File: src/rtl/bc_referee.sv
// Bulls & Cows scorer: one guess per write_frame/frame_written handshake, scored 8 edges after acceptance.
// Ack stays high until write_frame drops; a finished game acks on the next edge with no update.
module bc_referee #(
    parameter int unsigned MAX_ATTEMPTS = 16
) (
    input  logic        clk,
    input  logic        rst,
    input  logic        load,
    input  logic [15:0] secret_in,
    input  logic [3:0]  guessed_number_0,
    input  logic [3:0]  guessed_number_1,
    input  logic [3:0]  guessed_number_2,
    input  logic [3:0]  guessed_number_3,
    input  logic        write_frame,
    output logic        frame_written,
    output logic [2:0]  bulls,
    output logic [2:0]  cows,
    output logic [7:0]  attempts,
    output logic        secret_valid,
    output logic        win,
    output logic        game_over
);
    typedef enum logic [1:0] {IDLE, BULL, COW, ACK} state_t;

    state_t      state, state_nxt;
    logic [3:0]  g [4];
    logic [3:0]  s [4];
    logic [1:0]  idx;
    logic [3:0]  bm, um;
    logic [2:0]  bull_cnt, cow_cnt;

    logic        do_load, do_start, last_digit;
    logic        bull_hit, cow_found, cow_hit;
    logic [1:0]  cow_j;
    logic [2:0]  cow_final;
    logic [7:0]  att_inc;
    logic        new_win, limit_hit;

    always_ff @(posedge clk) begin
        if (rst) state <= IDLE;
        else     state <= state_nxt;
    end

    always_comb begin
        state_nxt  = state;
        do_load    = 1'b0;
        do_start   = 1'b0;
        last_digit = (idx == 2'd3);
        case (state)
            IDLE: begin
                if (load) begin
                    do_load = 1'b1;
                end else if (write_frame && secret_valid && !game_over) begin
                    do_start  = 1'b1;
                    state_nxt = BULL;
                end else if (write_frame && game_over) begin
                    state_nxt = ACK;
                end
            end
            BULL:    if (last_digit) state_nxt = COW;
            COW:     if (last_digit) state_nxt = ACK;
            ACK:     if (!write_frame) state_nxt = IDLE;
            default: state_nxt = IDLE;
        endcase
    end

    // A cow matches the lowest secret position that is neither a bull nor already claimed.
    always_comb begin
        bull_hit  = (g[idx] == s[idx]);
        cow_found = 1'b0;
        cow_j     = 2'd0;
        for (int j = 0; j < 4; j++) begin
            if (!cow_found && !bm[j] && !um[j] && (s[j] == g[idx])) begin
                cow_found = 1'b1;
                cow_j     = 2'(j);
            end
        end
        cow_hit   = !bm[idx] && cow_found;
        cow_final = cow_cnt + {2'b00, cow_hit};
        att_inc   = (attempts == 8'hFF) ? attempts : attempts + 8'd1;
        new_win   = (bull_cnt == 3'd4);
        limit_hit = (MAX_ATTEMPTS != 0) && (32'(att_inc) == MAX_ATTEMPTS);
    end

    always_ff @(posedge clk) begin
        if (rst) begin
            for (int k = 0; k < 4; k++) begin
                g[k] <= 4'd0;
                s[k] <= 4'd0;
            end
            idx           <= 2'd0;
            bm            <= 4'd0;
            um            <= 4'd0;
            bull_cnt      <= 3'd0;
            cow_cnt       <= 3'd0;
            frame_written <= 1'b0;
            bulls         <= 3'd0;
            cows          <= 3'd0;
            attempts      <= 8'd0;
            secret_valid  <= 1'b0;
            win           <= 1'b0;
            game_over     <= 1'b0;
        end else begin
            case (state)
                IDLE: begin
                    if (do_load) begin
                        s[0]         <= secret_in[3:0];
                        s[1]         <= secret_in[7:4];
                        s[2]         <= secret_in[11:8];
                        s[3]         <= secret_in[15:12];
                        secret_valid <= 1'b1;
                        attempts     <= 8'd0;
                        bulls        <= 3'd0;
                        cows         <= 3'd0;
                        win          <= 1'b0;
                        game_over    <= 1'b0;
                    end else if (do_start) begin
                        g[0]     <= guessed_number_0;
                        g[1]     <= guessed_number_1;
                        g[2]     <= guessed_number_2;
                        g[3]     <= guessed_number_3;
                        idx      <= 2'd0;
                        bm       <= 4'd0;
                        um       <= 4'd0;
                        bull_cnt <= 3'd0;
                        cow_cnt  <= 3'd0;
                    end
                end
                BULL: begin
                    if (bull_hit) begin
                        bm[idx]  <= 1'b1;
                        bull_cnt <= bull_cnt + 3'd1;
                    end
                    idx <= idx + 2'd1;
                end
                COW: begin
                    if (cow_hit) um[cow_j] <= 1'b1;
                    cow_cnt <= cow_final;
                    idx     <= idx + 2'd1;
                    if (last_digit) begin
                        bulls         <= bull_cnt;
                        cows          <= cow_final;
                        attempts      <= att_inc;
                        win           <= new_win;
                        game_over     <= new_win | limit_hit;
                        frame_written <= 1'b1;
                    end
                end
                ACK:     frame_written <= write_frame;
                default: frame_written <= 1'b0;
            endcase
        end
    end
endmodule

File: config.mk
export PLATFORM = sky130hd
export DESIGN_NAME = bc_referee
export DESIGN_NICKNAME = d
export VERILOG_FILES = /design/src/rtl/bc_referee.sv
export SDC_FILE = /design/constraint.sdc
export NUM_CORES = 1
export LEC_CHECK = 0
export BUFFER_PORTS_ARGS = -buffer_cell sky130_fd_sc_hd__buf_2
export CAP_MARGIN = 15
export CORE_UTILIZATION = 45
export DETAILED_ROUTE_END_ITERATION = 10
export PLACE_DENSITY_LB_ADDON = 0.15
export SLEW_MARGIN = 20
export SYNTH_ARGS = -nofsm -noshare
export SYNTH_HDL_FRONTEND = slang
export SYNTH_SLANG_ARGS = --single-unit
export TNS_END_PERCENT = 100
File: constraint.sdc
create_clock -name clk -period 3.7 [get_ports clk]
set_input_delay 0.74 -clock clk [delete_from_list [all_inputs] [get_ports clk]]
set_output_delay 0.74 -clock clk [all_outputs]
set_load 0.005 [all_outputs]
-- After elaboration in Yosys (flattened, before gate mapping)
Memories as Yosys holds them, arrays and structs flattened. A register that Yosys moved wholly into a read port is not among the register bits.
Cells that the tools add are included.
W data, S select, Z words.
- logic and storage cells: 178
- output and inout port bits: 18
- memory bits (writable): 32
- flip-flop bits (word level): 36
- input bits: 36
- memories: 2
- memory list (name ; words ; width ; rd ports ; clocked after memory_dff ; wr ports ; line ; text):
    g ; 4 ; 4 ; 1 ; 1 ; 4 ; 26 ; logic [3:0] g [4];
    s ; 4 ; 4 ; 5 ; 1 ; 4 ; 27 ; logic [3:0] s [4];
- add/sub/neg operators: 4
- magnitude comparators: 4
- mux-type cells: 78
- reductions and logical operators: 44
- equality and inequality tests: 22
- bitwise gates (word level): 11
- operator list (kind ; count):
    $mux W4 ; 12
    $mux W1 ; 28
    $mux W2 ; 14
    $mux W8 ; 3
    $pmux W3 S2 ; 4
    $eq A4 B4 Y1 ; 5
    $mux W3 ; 6
    $ne A2 B2 Y1 const B ; 9
    $logic_and A1 B1 Y1 ; 17
    $pmux W4 S2 ; 2
    $pmux W8 S2 ; 1
    $logic_not A1 Y1 ; 13
    $or A1 B1 Y1 ; 9
    $reduce_and A3 Y1 ; 3
    $add A8 B1 Y8 const B ; 1
    $eq A8 B5 Y1 const B ; 1
    $eq A8 B8 Y1 const B ; 1
    $or A4 B4 Y4 ; 2
    $pmux W2 S4 ; 1
    $reduce_and A4 Y1 ; 2
    $reduce_bool A2 Y1 ; 4
    $eq A2 B2 Y1 const B ; 3
    $lt A2 B3 Y1 const B ; 2
    $pmux W1 S2 ; 3
    other kinds (14) ; 17

-- Depth between registers and ports, before layout
Gate-level depths: netlist (run 1).
- word-level depth: 26
- mapped depth: 13
- depth with buffers taken out: 11

-- Worst setup path before layout (run 1)
Ideal clock, no wire load.
- kind: register to register
- start point: register with a tool-made name
- end point: register cow_cnt[2]
- cell stages (with the launch flop): 13
- arrival: 2.589 ns
- library setup time: 0.070 ns
- required time: 3.630 ns
- slack: 1.040 ns
- clock period less this slack: 2.660 ns
- buffers on the path: 1
- path through: dfxtp_1 buf_6 mux4_2 xor2_1 or3_4 nor3_2 nor3_1 a21oi_1 ha_1 ha_1 nor3b_1 o21ai_0 a21oi_1
- RTL lines (element ; line ; text):
    end signal, assigned ; 138 ; cow_cnt <= cow_final;
    end, declared ; 30 ; logic [2:0] bull_cnt, cow_cnt;

==> impl_metrics.csv, run 1 <==
group,metric,value,unit
clock_network,clk_pin_slew,80,ps
sta,max_freq,323,MHz
routing,met2_wirelength,3230,µm
routing,wl_met3,296,µm
clock_network,htreeDepth,3,
synth,synth_xor_area_share,5.60,%
floorplanning,ios,54,
routing,drt-met1-wl,3840,µm
synth,synth_top_family_by_area,"simple AND/OR/NAND/NOR gates",
synth,async_reset_ff_share,0,%
sta,fin_ws,601,ps
final_layout,diodes,0,
sta,rsz0062_at_grt,"no",
floorplanning,core_area,7730,µm²
synth,synth_top_area_share,26.7,%
placement,gp_congestion,0.809,
power_and_ir_drop,max-vdd-ir-drop,0.214,mV
job,drv_cap,0,
final_layout,syn_to_final_growth,13.1,%
placement,place_area,3870,µm²
setup_path,cp_slowest_stage_delay,780,ps
floorplanning,start_util,46.6,%
hold_path,hold_depth,2,
clock_network,cts_sinks,70,
sta,slew_headroom,48.9,%
grt,grt_pass1_wl,12500,µm
synth,synth.area.mux_share,7.06,%
hold_path,min_path_type,"reg -> reg",
sta,final-setup-viol-count,0,
setup_path,cp-start-kind,"flop",
synth,synth_warnings,0,
synth,synthSimpleGateAreaFrac,20.2,%
clock_network,clockBufferDepth,2,
final_layout,utilization,52.7,%
grt,first_global_vias,2478,
routing,top_layer_used,"met4",
clock_network,clock_latency,350,ps
grt,grt_use_total,19.5,%
routing,num_vias,2610,
clock_network,numCtsBuffers,9,
routing,viasPerCell,5.33,
routing,ant_nets,0,
setup_path,crit_slowest_cell,"mux4_1",
sta,tns,0,ps
routing,drc,0,
setup_path,r2r_cells,11,
clock_network,cts-resized-gates,0,
sta,hold_ws,448,ps
sta,finalCritPeriodShare,83.8,%
placement,dp.cells,474,
routing,route.detailed.wl_per_inst,15.2,µm
setup_path,cp_cell_sequence,"mux4_1 -> xnor2_1 -> nand3_1 -> nor4_2 -> nor3_1 -> a21oi_1 -> ha_1 -> ha_1 -> nor3b_1 -> o21ai_0 -> a21oi_1",
final_layout,final_cell_area,4070,µm²
synth,syn-num-nets,386,
sta,finalHoldViolCount,0,
synth,syn_inst,337,
floorplanning,die_w,91.4,µm
synth,synth.largest_area_cell,"edfxtp_1",
synth,yosys.area_share.adder,4.52,%
setup_path,r2r_setup_slack,600,ps
routing,firstDrtPassIters,4,
clock_network,ctsHoldBuffers,0,
routing,drt_iter0_markers,99,
setup_path,required,3970,ps
final_layout,drive_gt1_share,21.6,%
placement,hpwl,5370,µm
grt,grt_max_degree,36,
power_and_ir_drop,p_total,2.27,mW
synth,ys_types,52,
floorplanning,rows,32,
grt,overflow,0,
synth,synth.area.top_cells,"edfxtp_1 27%, dfxtp_1 21%, and2_1 5.7%",
synth,ys_seq_elements,70,
floorplanning,dieArea,8350,µm²
setup_path,crit_type,"reg -> reg",
final_layout,nets,432,
clock_network,cts_tree,"done",
placement,numPortBuffers,53,
setup_path,crit_fanout,8,
clock_network,cts_setup_buffers,0,
sta,finalCriticalPeriod,3100,ps
synth,ys_seq_area_share,47.9,%
synth,synth_ff_type,"dfxtp_1",
final_layout,fin_cells,490,
setup_path,end_kind,"flop",
synth,avgSynthCellArea,10.7,µm²
synth,synth_compound_area_share,10.2,%
setup_path,arrival,3370,ps
synth,syn_area,3600,µm²
synth,synth_edf_count,32,
sta,skew,8.00,ps
sta,slew_viol_final,0,
routing,routed_wirelength,7470,µm
power_and_ir_drop,power.density,557,nW/µm²
floorplanning,die_h,91.4,µm
placement,post-place-ws,568,ps
power_and_ir_drop,p_leak,1.59,nW
sta,max_slew.worst_pin.slew,766,ps
run_status,outcome,"finished clean",
clock_network,clockRootBuffer,"clkbuf_8",
grt,antenna_found_initial,0,
## placed cells by master, fill, tap and decap left out, types with 2 or more instances in the layout
| cell type | instances |
|---|---|
| nand4_1 | 5 |
| xor2_1 | 8 |
| a22o_1 | 4 |
| a22oi_1 | 2 |
| ha_1 | 13 |
| mux4_2 | 3 |
| edfxtp_1 | 32 |
| nand2_1 | 18 |
| and2_1 | 33 |
| nor2_1 | 21 |
| nand2b_1 | 5 |
| mux2i_1 | 3 |
| nor4_2 | 2 |
| nor2b_1 | 3 |
| nor3_1 | 8 |
| mux4_1 | 5 |
| nand3_1 | 17 |
| a31oi_1 | 2 |
| inv_1 | 12 |
| buf_2 | 53 |
| o21bai_1 | 2 |
| or3_1 | 3 |
| clkbuf_8 | 9 |
| inv_6 | 2 |
| and3_1 | 2 |
| o21ai_0 | 10 |
| nor4_1 | 2 |
| or2_2 | 4 |
| a21oi_1 | 24 |
| a32o_1 | 2 |
| o31ai_1 | 2 |
| dfxtp_1 | 38 |
| a32oi_1 | 3 |
| xnor2_1 | 15 |
## cells in the mapped netlist (2+ instances only)
cell type	count
a21oi_1	24
a22o_1	4
a22oi_1	2
a31oi_1	2
a32o_1	2
a32oi_1	3
and2_1	33
and3_1	2
clkbuf_1	11
clkbuf_8	4
dfxtp_1	38
edfxtp_1	32
ha_1	13
inv_1	12
mux2i_1	3
mux4_1	5
mux4_2	3
nand2_1	18
nand2b_1	5
nand3_1	17
nand4_1	5
nor2_1	21
nor2b_1	3
nor3_1	8
nor4_1	2
nor4_2	2
o21ai_0	10
o21bai_1	2
o31ai_1	2
or2_2	4
or3_1	3
xnor2_1	15
xor2_1	8
## power breakdown
part | leakage [nW] | switching, mW | internal (mW) | total (mW)
sequential | 0.647 | 0.0875 | 0.916 | 1.00
combinational | 0.847 | 0.366 | 0.275 | 0.641
clock | 0.0976 | 0.308 | 0.314 | 0.621
## registers in the layout (all words and copies together) (netlist names), 4 cells and up, named ones only
register / cells
attempts: 8
bm: 4
g: 16
s: 16
um: 4
## layout make-up
cell class | count | area (µm²)
fill | 735 | 3660
sequential | 70 | 1720
multi-input combinational | 237 | 1710
timing repair buffer | 53 | 265
tap | 102 | 128
clock buffer | 9 | 124
clock inverter | 7 | 72.6
inverter | 12 | 45.0
## critical path, delay by kind of cell, from the launching register on
kind	cells	cell delay (ps)
AO/OA/AOI/OAI	3	430
XOR/XNOR	1	200
adder cells (fa/ha/maj)	2	360
flip-flops	1	620
multiplexers	1	780
AND/OR/NAND/NOR	4	650
## layer usage
| layer | global-route usage (%) | up-vias |
|---|---|---|
| met4 | 5.82 | 0 |
| met2 | 28.2 | 54 |
| met5 | 0 | - |
| met1 | 27.9 | 1248 |
| met3 | 5.86 | 8 |
| li1 | - | 1300 |
## worst paths after layout
| path | startpoint | end |
|---|---|---|
| setup / recovery | flop | cow_cnt[2] |
| setup reg to reg | flop | cow_cnt[2] |
| hold / removal | bulls[0] | bulls[0] |
| hold reg to reg | bulls[0] | bulls[0] |
## cells by family (layout without fill, tap and decap cells)
kind of cell | Yosys count | after routing
AO/OA/AOI/OAI | 58 | 58
XOR/XNOR | 23 | 23
adder cells (fa/ha/maj) | 13 | 13
buffers and inverters | 30 | 81
flip-flops | 70 | 70
multiplexers | 12 | 12
AND/OR/NAND/NOR | 131 | 131
No activity file was read; power rests on OpenSTA's default activity.
==> inputs of run 2 (changes only) <==
clock period = 3.1 ns   (was 3.7 ns; I/O delays follow)
==> run 2 against run 1 <==
Against the previous run: critical endpoint is now cows[2]; non-clock buffer count is 4 higher; sequential share of layout area decreased by 0.29 points; highest routed layer unchanged; cell count grew 0.82%; count of clock-buffer cells in the layout is 2 higher; sequential power up 19%.
==> impl_metrics.csv, run 2 (synthesis gave the netlist of run 1 again) <==
group,metric,value,unit
grt,overflow,0,
sta,tns,0,ps
final_layout,final_cell_area,4100,µm²
setup_path,cp_slowest_stage_delay,620,ps
final_layout,diodes,0,
final_layout,utilization,53.1,%
final_layout,final_cell_mix,"53 x buf_2, 37 x dfxtp_1, 33 x and2_1",
job,drv_cap,0,
setup_path,cp-start-kind,"flop",
routing,num_vias,2624,
power_and_ir_drop,p_leak,1.61,nW
final_layout,nFillCells,705,
clock_network,cts_setup_buffers,0,
clock_network,clock_latency,340,ps
grt,first_global_vias,2596,
floorplanning,dieArea,8350,µm²
clock_network,clockRootBuffer,"clkbuf_8",
setup_path,end_kind,"flop",
hold_path,min_from,"bulls[0]",
setup_path,crit_fanout,5,
grt,grt_pass1_wl,12300,µm
clock_network,numCtsBuffers,9,
floorplanning,core_area,7730,µm²
final_layout,syn_to_final_growth,14.0,%
final_layout,drive_gt1_share,23.0,%
final_layout,final_common_cell,"buf_2",
sta,final-setup-viol-count,0,
hold_path,min_path_type,"reg -> reg",
setup_path,required,3360,ps
routing,viasPerCell,5.31,
sta,max_freq,350,MHz
clock_network,ctsHoldBuffers,0,
routing,ant_nets,0,
floorplanning,start_util,46.6,%
clock_network,cts_tree,"done",
power_and_ir_drop,p_total,2.73,mW
placement,numPortBuffers,53,
routing,routed_wirelength,7270,µm
floorplanning,die_w,91.4,µm
placement,place_area,3900,µm²
setup_path,crit_type,"reg -> reg",
clock_network,cts_sinks,70,
final_layout,nets,436,
sta,finalHoldViolCount,0,
sta,slew_viol_final,0,
floorplanning,ios,54,
power_and_ir_drop,max-vdd-ir-drop,0.324,mV
grt,grt_max_degree,36,
grt,antenna_found_initial,0,
setup_path,arrival,3120,ps
clock_network,clockBufferDepth,2,
routing,firstDrtPassIters,4,
sta,skew,10.4,ps
clock_network,clk_pin_slew,70,ps
sta,finalCriticalPeriod,2860,ps
placement,hpwl,5360,µm
setup_path,cp_cell_sequence,"mux4_2 -> xor2_1 -> or3_4 -> nor3_2 -> nor3_1 -> a21oi_1 -> ha_1 -> ha_1 -> xor2_1 -> nand3_1 -> a21oi_1",
clock_network,htreeDepth,3,
sta,slew_headroom,48.3,%
sta,finalCritPeriodShare,92.2,%
power_and_ir_drop,power.density,666,nW/µm²
floorplanning,die_h,91.4,µm
grt,grt_use_total,18.8,%
sta,max_slew.worst_pin.slew,773,ps
sta,rsz0062_at_grt,"no",
setup_path,crit_slowest_cell,"mux4_2",
routing,drt_iter0_markers,93,
routing,route.detailed.wl_per_inst,14.7,µm
placement,gp_congestion,0.852,
routing,drc,0,
clock_network,cts-resized-gates,0,
run_status,outcome,"finished clean",
floorplanning,rows,32,
setup_path,r2r_setup_slack,240,ps
final_layout,reg_top3,"g x16, s x16, attempts x8",
[run 2: cell types whose count changed in the layout (fill, tap and decap cells not counted)]
cell,before,now
dfxtp_1,38,37
buf_4,0,4
clkinvlp_4,1,2
clkinv_1,1,0
mux4_1,5,4
inv_6,2,1
dfxtp_2,0,1
mux4_2,3,4
clkbuf_1,0,1
clkinv_4,1,0
clkbuf_8,9,10
[run 2: worst max-delay path, delay by kind of cell, from the launching register on]
family                   cells  cell delay, ps
AND/OR/NAND/NOR              4             710
multiplexers                 1             620
flip-flops                   1             410
adder cells (fa/ha/maj)      2             360
XOR/XNOR                     2             350
AO/OA/AOI/OAI                2             340
[run 2: through the flow]
stage | hold WS, ps | instances | setup WS [ps]
6_report | 450 | 494 | 240
4_1_cts | 454 | 494 | 114
5_1_grt | 494 | 494 | 15.5
3_3_place_gp | 439 | 478 | 246
3_5_place_dp | 443 | 478 | 146
2_1_floorplan | 436 | 337 | 440
[run 2: path summary, 6_finish.rpt]
kind | to | depth (start not counted)
worst min register to register | bulls[0] | 2
worst max-delay path | cows[2] | 11
worst max register to register | cows[2] | 11
worst min-delay path | bulls[0] | 2
[run 2: routing by layer]
metal	GRT usage, %	routed length (µm)
met4	5.95	75
met5	0	0
met1	25.6	3580
met3	4.36	292
met2	29.5	3320
[run 2: cell type report]
class / instances / area (µm²) / share of cell area, %
multi-input cells: 237 / 1710 / 41.7
repair buffers: 57 / 295 / 7.20
clock buffers: 11 / 141 / 3.45
clock inverters: 5 / 58.8 / 1.43
flip-flops and latches: 70 / 1720 / 42.0
well taps: 102 / 128 / 3.11
inverters: 12 / 45.0 / 1.10
[run 2: power by group]
group / leakage (nW) / internal [mW] / switching [mW]
combinational: 0.863 / 0.353 / 0.447
sequential: 0.647 / 1.09 / 0.0913
clock: 0.0959 / 0.395 / 0.351
total: 1.61 / 1.84 / 0.889
==> inputs of run 3 (changes only) <==
BUFFER_PORTS_ARGS = -buffer_cell sky130_fd_sc_hd__buf_4   (was -buffer_cell sky130_fd_sc_hd__buf_2)
==> run 3 against run 2 <==
Against the previous run: routed wire length rose by 2.0%; sequential share of layout area decreased by 1.1 points; critical path type unchanged; largest cell class unchanged; register-to-register slack got worse by 20 ps.
==> impl_metrics.csv, run 3 (synthesis gave the netlist of run 1 again) <==
group,metric,value,unit
routing,viasPerCell,5.32,
placement,hpwl,5360,µm
setup_path,crit_cells,11,
setup_path,cpLargestDelayFamily,"simple AND/OR/NAND/NOR gates",
setup_path,r2r_setup_slack,220,ps
run_status,outcome,"finished clean",
routing,firstDrtPassIters,4,
clock_network,cts_sinks,70,
floorplanning,dieArea,8350,µm²
setup_path,crit_slowest_cell,"mux4_2",
sta,slew_viol_final,0,
floorplanning,ios,54,
grt,overflow,0,
grt,grt_use_total,19.5,%
sta,rsz0062_at_grt,"no",
power_and_ir_drop,p_total,2.72,mW
setup_path,crit_buf_inv,0,
clock_network,cts_tree,"done",
floorplanning,core_area,7730,µm²
sta,skew,10.6,ps
clock_network,clk_pin_slew,80,ps
floorplanning,start_util,46.6,%
setup_path,r2r_cells,11,
clock_network,htreeDepth,3,
power_and_ir_drop,power.density,645,nW/µm²
routing,ant_nets,0,
grt,grt_max_degree,36,
setup_path,crit_type,"reg -> reg",
clock_network,clock_latency,340,ps
routing,route.detailed.wl_per_inst,15.0,µm
grt,first_global_vias,2631,
final_layout,diodes,0,
setup_path,required,3370,ps
grt,grt_pass1_wl,12700,µm
final_layout,final_common_cell,"buf_4",
placement,post-place-ws,161,ps
grt,antenna_found_initial,0,
power_and_ir_drop,max-vdd-ir-drop,0.263,mV
sta,fin_ws,217,ps
setup_path,reg2reg_to,"cow_cnt[2]",
clock_network,clockBufferDepth,2,
routing,routed_wirelength,7410,µm
floorplanning,die_w,91.4,µm
sta,max_freq,347,MHz
sta,finalHoldViolCount,0,
setup_path,arrival,3150,ps
clock_network,cts-resized-gates,0,
setup_path,cp_slowest_stage_delay,630,ps
clock_network,ctsHoldBuffers,0,
floorplanning,rows,32,
setup_path,end_kind,"flop",
hold_path,min_path_type,"reg -> reg",
sta,finalCriticalPeriod,2880,ps
placement,numPortBuffers,53,
routing,drc,0,
job,drv_cap,0,
sta,final-setup-viol-count,0,
final_layout,drive_gt1_share,22.3,%
routing,drt_iter0_markers,114,
clock_network,clockRootBuffer,"clkbuf_8",
final_layout,reg_top3,"g x16, s x16, attempts x8",
final_layout,syn_to_final_growth,17.1,%
sta,slew_headroom,44.2,%
sta,max_slew.worst_pin.slew,834,ps
placement,gp_congestion,0.820,
final_layout,nets,435,
setup_path,crit_fanout,5,
power_and_ir_drop,p_leak,1.62,nW
sta,tns,0,ps
final_layout,final_cell_mix,"56 x buf_4, 37 x dfxtp_1, 33 x and2_1",
setup_path,cp_cell_sequence,"mux4_2 -> xor2_1 -> or3_4 -> nor3_2 -> nor3_1 -> a21oi_1 -> ha_1 -> ha_1 -> nor3b_1 -> o21ai_0 -> a21oi_1",
floorplanning,die_h,91.4,µm
setup_path,cp-start-kind,"flop",
sta,finalCritPeriodShare,93.0,%
clock_network,numCtsBuffers,9,
setup_path,setup.worst_path.end,"cow_cnt[2]",
clock_network,cts_setup_buffers,0,
routing,num_vias,2625,
==> run 3: layer usage <==
layer | up-vias | part of all wire, % | track usage [%]
met5 | - | 0 | 0
met4 | 0 | 1.6 | 8.33
met3 | 9 | 4.1 | 4.69
met2 | 52 | 45 | 29.8
met1 | 1256 | 49 | 26.3
li1 | 1308 | - | -
==> run 3: tightest hold or removal path, cell delays in order (launching register included) <==
cell	delay (ps)
dfxtp_1	310
nand2_1	50
a21oi_1	50
==> run 3: per-stage QoR <==
stage	hold WS (ps)	cells	utilization, %	area, µm²
3_5_place_dp	448	477	52.1	4030
4_1_cts	459	493	54.6	4220
2_1_floorplan	436	337	-	3600
6_report	456	493	54.5	4210
3_3_place_gp	443	477	52.1	4030
5_1_grt	477	493	54.5	4210
==> run 3: worst min path at each step <==
stage	startpoint	slack (ps)	end	depth (start not counted)
finish	win	460	win	2
global route	win	480	win	2
CTS	win	460	win	2
detailed placement	win	450	win	2
global placement	bulls[1]	440	bulls[1]	2
floorplan	um[1]	440	um[1]	2
==> run 3: cell type report <==
| cell class | count | area [µm²] |
|---|---|---|
| multi-input combinational | 237 | 1710 |
| clock inverter | 7 | 65.1 |
| fill | 712 | 3510 |
| sequential | 70 | 1720 |
| inverter | 12 | 45.0 |
| timing repair buffer | 56 | 420 |
| clock buffer | 9 | 124 |
| tap | 102 | 128 |
==> run 3: power breakdown <==
part / leakage, nW / switching, mW / total (mW) / internal, mW
Combinational: 0.887 / 0.450 / 0.814 / 0.364
Sequential: 0.647 / 0.0954 / 1.19 / 1.09
Clock: 0.0880 / 0.350 / 0.715 / 0.365
Total: 1.62 / 0.895 / 2.72 / 1.82
